## config.mk

```make
export PLATFORM = sky130hd
export DESIGN_NAME = mem_wb_stage
export DESIGN_NICKNAME = d
export VERILOG_FILES = /design/src/rtl/mem_pkg.sv /design/src/rtl/reg_mem_wb.sv /design/src/rtl/mem_wb_stage.sv
export SDC_FILE = /design/constraint.sdc
export NUM_CORES = 1
export LEC_CHECK = 0
export ABC_AREA = 1
export CAP_MARGIN = 20
export CORE_ASPECT_RATIO = 1.4
export CORE_MARGIN = 2
export CORE_UTILIZATION = 39
export DETAILED_ROUTE_END_ITERATION = 12
export GPL_ROUTABILITY_DRIVEN = 1
export PLACE_DENSITY = 0.81
export SETUP_SLACK_MARGIN = 0.3
export SYNTH_ARGS = -nofsm -noshare
export SYNTH_HDL_FRONTEND = slang
export SYNTH_SLANG_ARGS = --single-unit
```

## constraint.sdc

```tcl
create_clock -name clk_i -period 1.35 [get_ports clk_i]
set_input_delay 0.27 -clock clk_i [delete_from_list [all_inputs] [get_ports clk_i]]
set_output_delay 0.27 -clock clk_i [all_outputs]
set_load 0.01 [all_outputs]
```

## src/rtl/mem_pkg.sv

```systemverilog
// Shared definitions for the miniRV memory stage: write-back source codes,
// FSM state type and bus-timeout sizing.
package mem_pkg;

  localparam logic [1:0] RF_WSEL_ALU = 2'b00;
  localparam logic [1:0] RF_WSEL_RAM = 2'b01;
  localparam logic [1:0] RF_WSEL_PC4 = 2'b10;
  localparam logic [1:0] RF_WSEL_IMM = 2'b11;

  localparam int unsigned TIMEOUT_CYCLES = 255;
  localparam int unsigned TMO_CNT_W      = 8;

  typedef enum logic {
    IDLE = 1'b0,
    REQ  = 1'b1
  } mem_state_e;

endpackage

```

## src/rtl/reg_mem_wb.sv

```systemverilog
// MEM/WB pipeline register: async active-low reset; a bubble clears the
// valid/write-enable bits while data and index hold their previous values.
module reg_mem_wb
  import mem_pkg::*;
(
  input  logic        clk_i,
  input  logic        rst_n_i,
  input  logic        bubble_i,
  input  logic        valid_i,
  input  logic        rf_we_i,
  input  logic [4:0]  wR_i,
  input  logic [31:0] wD_i,
  output logic        wb_valid_o,
  output logic        wb_rf_we_o,
  output logic [4:0]  wb_wR_o,
  output logic [31:0] wb_wD_o
);

  always_ff @(posedge clk_i or negedge rst_n_i) begin
    if (!rst_n_i) begin
      wb_valid_o <= 1'b0;
      wb_rf_we_o <= 1'b0;
      wb_wR_o    <= '0;
      wb_wD_o    <= '0;
    end else if (bubble_i) begin
      wb_valid_o <= 1'b0;
      wb_rf_we_o <= 1'b0;
    end else begin
      wb_valid_o <= valid_i;
      wb_rf_we_o <= valid_i & rf_we_i;
      wb_wR_o    <= wR_i;
      wb_wD_o    <= wD_i;
    end
  end

endmodule

```

## src/rtl/mem_wb_stage.sv

```systemverilog
// miniRV memory stage: req/ack word load/store with upstream stall, write-back
// select and MEM/WB register. Define MEM_TIMEOUT_EN for the bus-ack timeout.
module mem_wb_stage
  import mem_pkg::*;
(
  input  logic        clk_i,
  input  logic        rst_n_i,
  input  logic        valid_i,
  input  logic [31:0] wD_i,
  input  logic [4:0]  wR_i,
  input  logic [1:0]  rf_wsel_i,
  input  logic        rf_we_i,
  input  logic        ram_we_i,
  input  logic [31:0] rD2_i,
  input  logic [31:0] aluc_i,
  output logic        dbus_req_o,
  output logic        dbus_we_o,
  output logic [31:0] dbus_addr_o,
  output logic [31:0] dbus_wdata_o,
  input  logic        dbus_ack_i,
  input  logic [31:0] dbus_rdata_i,
  output logic        stall_o,
  output logic        wb_valid_o,
  output logic [31:0] wb_wD_o,
  output logic [4:0]  wb_wR_o,
  output logic        wb_rf_we_o,
  output logic        err_o
);

  mem_state_e  state_q, state_d;
  logic        is_load, acc, tmo, stall;
  logic [31:0] wb_data;
  logic        aluc_lo_unused;

  assign is_load        = (rf_wsel_i == RF_WSEL_RAM);
  assign acc            = valid_i & (ram_we_i | is_load);
  assign aluc_lo_unused = ^aluc_i[1:0];

`ifdef MEM_TIMEOUT_EN
  logic [TMO_CNT_W-1:0] wait_q;
  logic                 err_q;

  assign tmo   = (state_q == REQ) & ~dbus_ack_i
               & (wait_q == TMO_CNT_W'(TIMEOUT_CYCLES - 1));
  assign err_o = err_q;

  // Counter is held at zero in IDLE so it starts fresh on every REQ entry.
  always_ff @(posedge clk_i or negedge rst_n_i) begin
    if (!rst_n_i) begin
      wait_q <= '0;
      err_q  <= 1'b0;
    end else begin
      if (state_q == IDLE)
        wait_q <= '0;
      else if (!dbus_ack_i)
        wait_q <= wait_q + 1'b1;
      if (tmo)
        err_q <= 1'b1;
    end
  end
`else
  assign tmo   = 1'b0;
  assign err_o = 1'b0;
`endif

  always_ff @(posedge clk_i or negedge rst_n_i) begin
    if (!rst_n_i) state_q <= IDLE;
    else          state_q <= state_d;
  end

  always_comb begin
    state_d = state_q;
    stall   = 1'b0;
    unique case (state_q)
      IDLE: begin
        if (acc) begin
          state_d = REQ;
          stall   = 1'b1;
        end
      end
      REQ: begin
        if (dbus_ack_i | tmo) state_d = IDLE;
        else                  stall   = 1'b1;
      end
      default: state_d = IDLE;
    endcase
  end

  // Gated by reset so an abandoned request cannot hold the pipeline.
  assign stall_o = stall & rst_n_i;

  always_ff @(posedge clk_i or negedge rst_n_i) begin
    if (!rst_n_i) begin
      dbus_req_o   <= 1'b0;
      dbus_we_o    <= 1'b0;
      dbus_addr_o  <= '0;
      dbus_wdata_o <= '0;
    end else if (state_q == IDLE && acc) begin
      dbus_req_o   <= 1'b1;
      dbus_we_o    <= ram_we_i;
      dbus_addr_o  <= {aluc_i[31:2], 2'b00};
      dbus_wdata_o <= rD2_i;
    end else if (state_q == REQ && (dbus_ack_i || tmo)) begin
      dbus_req_o   <= 1'b0;
    end
  end

  assign wb_data = is_load ? (tmo ? '0 : dbus_rdata_i) : wD_i;

  reg_mem_wb u_reg_mem_wb (
    .clk_i      (clk_i),
    .rst_n_i    (rst_n_i),
    .bubble_i   (stall_o),
    .valid_i    (valid_i),
    .rf_we_i    (rf_we_i),
    .wR_i       (wR_i),
    .wD_i       (wb_data),
    .wb_valid_o (wb_valid_o),
    .wb_rf_we_o (wb_rf_we_o),
    .wb_wR_o    (wb_wR_o),
    .wb_wD_o    (wb_wD_o)
  );

endmodule
```

Word-level counts from Yosys, hierarchy flattened --
Index checks and enable logic that the tools add are counted.
Storage, ports and cells: bits in registers 104, input port bits 141, output and inout port bits 107, word-level logic and storage cells 26
Operators by class: equal/unequal tests 1, mux-type cells 8, bitwise operators 5, reductions and logical operators 3
Operator list (number):
- two-way mux 32 bit | 1
- two-way mux 1 bit | 6
- AND 1 bit | 3
- equality test 2 x 1 -> 1 bit (second input constant) | 1
- logical AND 1 bit | 2
- one-hot mux 1 bit (2 select lines) | 1
- nonzero test 2 bit | 1
- NOT 1 bit | 1
- OR 1 bit | 1

Depth between registers and ports, before layout --
depth in word-level cells 7, depth in mapped cells 10, depth with buffers taken out 8

Hierarchy --
From an unflattened synthesis, not the netlist that was laid out.
Second synthesis, totals: cells, all modules 560, area total of the unflattened synthesis 4541.9 sq um
By module, submodules not included:
- mem_wb_stage | instances 1, cells an instance 398, area each 3086.7 sq um, seq. area each 1626.6 sq um
- reg_mem_wb | instances 1, cells an instance 162, area each 1455.1 sq um, seq. area each 975.9 sq um

Worst setup path after synthesis --
No wires, ideal clock.
path kind reg2out, start reg state_q, end out stall_o, data arrival time 991 ps, required time 1080 ps, slack 89 ps, stages on the path, launching flop included 7, buffers on the path 1, cell sequence dfrtp_1 -> nor2_1 -> nand2_2 -> nand2_2 -> nand2_2 -> buf_6 -> inv_1
On the way: cells in the longest elaborated chain, start to end 3
Ends and longest elaborated chain:
- start, declared | line mem_wb_stage.sv:30 | mem_state_e state_q, state_d;
- start signal, assigned | line mem_wb_stage.sv:68 | else state_q <= state_d;
- NOT 1 bit
- one-hot mux 1 bit (2 select lines) (*) | line mem_wb_stage.sv:74 | unique case (state_q)
- AND 1 bit (*) | line mem_wb_stage.sv:90 | assign stall_o = stall & rst_n_i;
- end, declared | line mem_wb_stage.sv:22 | output logic stall_o,
Mark *: on every way between the ends. The rest lies on a longest branch, timed or not.

Worst setup path in the final report --
Same ends and word-level chain as after synthesis.

==> results.yml <==
status:
  outcome: "complete, but fails checks"
  violations: "setup timing"
critical_path:
  r2r_start: "state_q"
  path_delay_family: "flip-flops"
  cpPeakStageDelay_ns: 0.39
  crit_fanout: 2
  slowest_stage: "dfrtp_1"
  worstPathRequired_ns: 1.08
  cp.depth: 6
  r2r_cells: 9
  arrival_ns: 1.23
  crit_path_end_kind: "primary output"
  reg2reg_to: "dbus_addr_o[8]"
  path_buf_inv: 3
  crit_chain: "buf_4, nand2_2, nand2_2, nand2_2, inv_4, buf_6"
  ff2ff_setup_slack_ns: -0.09
  worstSetupStartpointType: "flop"
  critical_path_class: "reg -> out"
  path_common_cell: "nand2_2"
floorplanning:
  die-height_um: 131
  core_um2: 11300
  die_x_um: 94.7
  std_cell_rows: 46
  ioPinCount: 248
  dieArea_um2: 12400
  floorplan.initialDensity_pct: 39.8
power:
  power_w: 0.0112
  p_leak_nw: 4.78
  powerDensity_nw_per_um2: 1240
  ir_drop_mv: 0.830
min_path:
  min-delay-path-class: "in -> async"
yosys:
  ys_ff_latch: 104
  synth_cell_types: 14
  yosysSeqAreaShare_pct: 58.0
  synth_area_um2: 4490
  avgSynthCellArea_um2: 8.05
  yosysWarningCount: 0
  synth_cells: 558
clock_network:
  cts_root_buf: "clkbuf_16"
  cts_max_level: 3
  clkTransAtPathRegs_ns: 0.08
  clock_sinks: 104
  clkLatencyLatePin_ns: 0.35
  cts-buffers-inserted: 9
  clockBufferDepth: 2
  cts_tree: "built"
  hold_buffers: 0
drt:
  drt_iter0_drc: 175
  vias: 5172
  ant_nets: 0
  wire_per_inst_um: 18.9
  vias_per_cell: 5.02
  drc: 0
  drt_wl_total_mm: 19.4
  firstDrtPassIters: 4
timing:
  rsz0062_at_grt: "true"
  max_freq_mhz: 666
  hold_viol: 0
  skew_ns: 0.0150
  tightest_slew_ns: 0.587
  fin_worst_hold_slack_ns: 0.0134
  fin_setup_tns_ns: -0.909
  setup_viol: 38
  slew_headroom_pct: 60.9
  post-route-period-util_pct: 111
  drv_slew: 0
  fin_ws_ns: -0.151
  fin_crit_ns: 1.50
placement:
  pre_cts_slack_ns: -0.680
  hpwl_mm: 9.53
  finalWeightedCongestion: 0.730
  io_buffer_count: 242
  dp_cells: 922
final_layout:
  multiInputGateArea_um2: 2440
  stdcell_count: 1030
  fin_nets: 1022
  area_growth_pct: 101
  drive_gt1_share_pct: 45.3
  nFillCells: 669
  seq_area_um2: 2600
  antenna_cells: 0
flow_run:
  maxCapViolCount: 0
global_routing:
  track_usage_pct: 25.1
  grt_max_degree: 120
  antenna_found_initial: 0
  grt_pass1_vias: 4742
  grt_pass1_wl_mm: 23.7
  grt_overflow_total: 0
[layout make-up]
| type | instances | area share, % |
|---|---|---|
| multi-input cells | 412 | 27.0 |
| clock inverters | 7 | 0.858 |
| flip-flops and latches | 104 | 28.8 |
| clock buffers | 9 | 2.49 |
| repair buffers | 348 | 38.3 |
| inverters | 6 | 0.567 |
| well taps | 144 | 1.99 |
[routing by layer]
metal / vias up / GRT usage [%] / routed length [um]
li1: 2366 / - / -
met1: 2483 / 26.7 / 6520
met2: 262 / 47.3 / 10600
met3: 61 / 5.16 / 1500
met4: 0 / 11.2 / 830
met5: - / 0 / 0
[state kept, by name, indices dropped and copies added, names as in the netlist]
register and flops:
state_q 1, u_reg_mem_wb.wb_wR_o 5, u_reg_mem_wb.wb_wD_o 32, dbus_we_o 1, u_reg_mem_wb.wb_rf_we_o 1, dbus_req_o 1
dbus_wdata_o 32, dbus_addr_o 30, u_reg_mem_wb.wb_valid_o 1
[synth_stat cells]
master | instances | share of area [%]
buf_1 | 1 | 0.084
buf_2 | 15 | 1.7
buf_4 | 6 | 1.0
buf_6 | 5 | 1.3
clkbuf_1 | 11 | 0.92
conb_1 | 1 | 0.084
dfrtp_1 | 104 | 58
inv_1 | 4 | 0.33
inv_2 | 2 | 0.17
nand2_1 | 332 | 28
nand2_2 | 4 | 0.56
nand2_4 | 1 | 0.25
nand3_1 | 69 | 7.7
nor2_1 | 3 | 0.25
[stage by stage]
step	util, %	cell area (um^2)
after floorplan	-	4570
after global placement	62.6	7060
after detailed placement	62.6	7060
after CTS	69.4	7830
after global routing	80.2	9040
final	80.2	9040
[cell usage in the layout (no fill, tap or decap), types with 2 or more instances in the layout]
cell / synthesis / routed
buf_12: 0 / 11
buf_16: 0 / 15
buf_2: 15 / 56
buf_4: 6 / 75
buf_6: 5 / 51
buf_8: 0 / 3
clkbuf_16: 0 / 9
clkdlybuf4s50_1: 0 / 133
clkinv_4: 0 / 2
conb_1: 1 / 3
dfrtp_1: 104 / 103
dlygate4sd2_1: 0 / 3
inv_1: 4 / 3
inv_6: 0 / 2
nand2_1: 332 / 178
nand2_2: 4 / 88
nand2_4: 1 / 71
nand3_1: 69 / 60
nand3_2: 0 / 9
[repair_timing]
item	CTS	global route
pin swaps	4	50
endpoints found under the setup margin	208	208
gates cloned	14	0
resized for setup	479	258
buffers inserted	39	39
[worst max path at each step]
stage / startpoint / end / slack [ns]
2_1_floorplan: state_q / stall_o / 0.18
3_3_place_gp: valid_i / stall_o / -0.66
3_5_place_dp: valid_i / stall_o / -0.68
4_1_cts: state_q / stall_o / -0.17
5_1_grt: state_q / stall_o / -0.21
6_report: state_q / stall_o / -0.15
[power by group]
group | total (W) | switching (W) | internal, W
clock | 0.00266 | 0.00120 | 0.00146
sequential | 0.00417 | 0.000482 | 0.00369
combinational | 0.00441 | 0.00205 | 0.00235
total | 0.0112 | 0.00374 | 0.00750
[cells by family (layout without fill, tap and decap cells)]
logic type	count (synthesis)	count (layout)	synth area share, %
flip-flops	104	104	58.0
other	1	3	0.0835
AND/OR/NAND/NOR	409	409	36.5
buffers and inverters	44	370	5.43
Note: power is estimated with default switching activity, not from simulation.
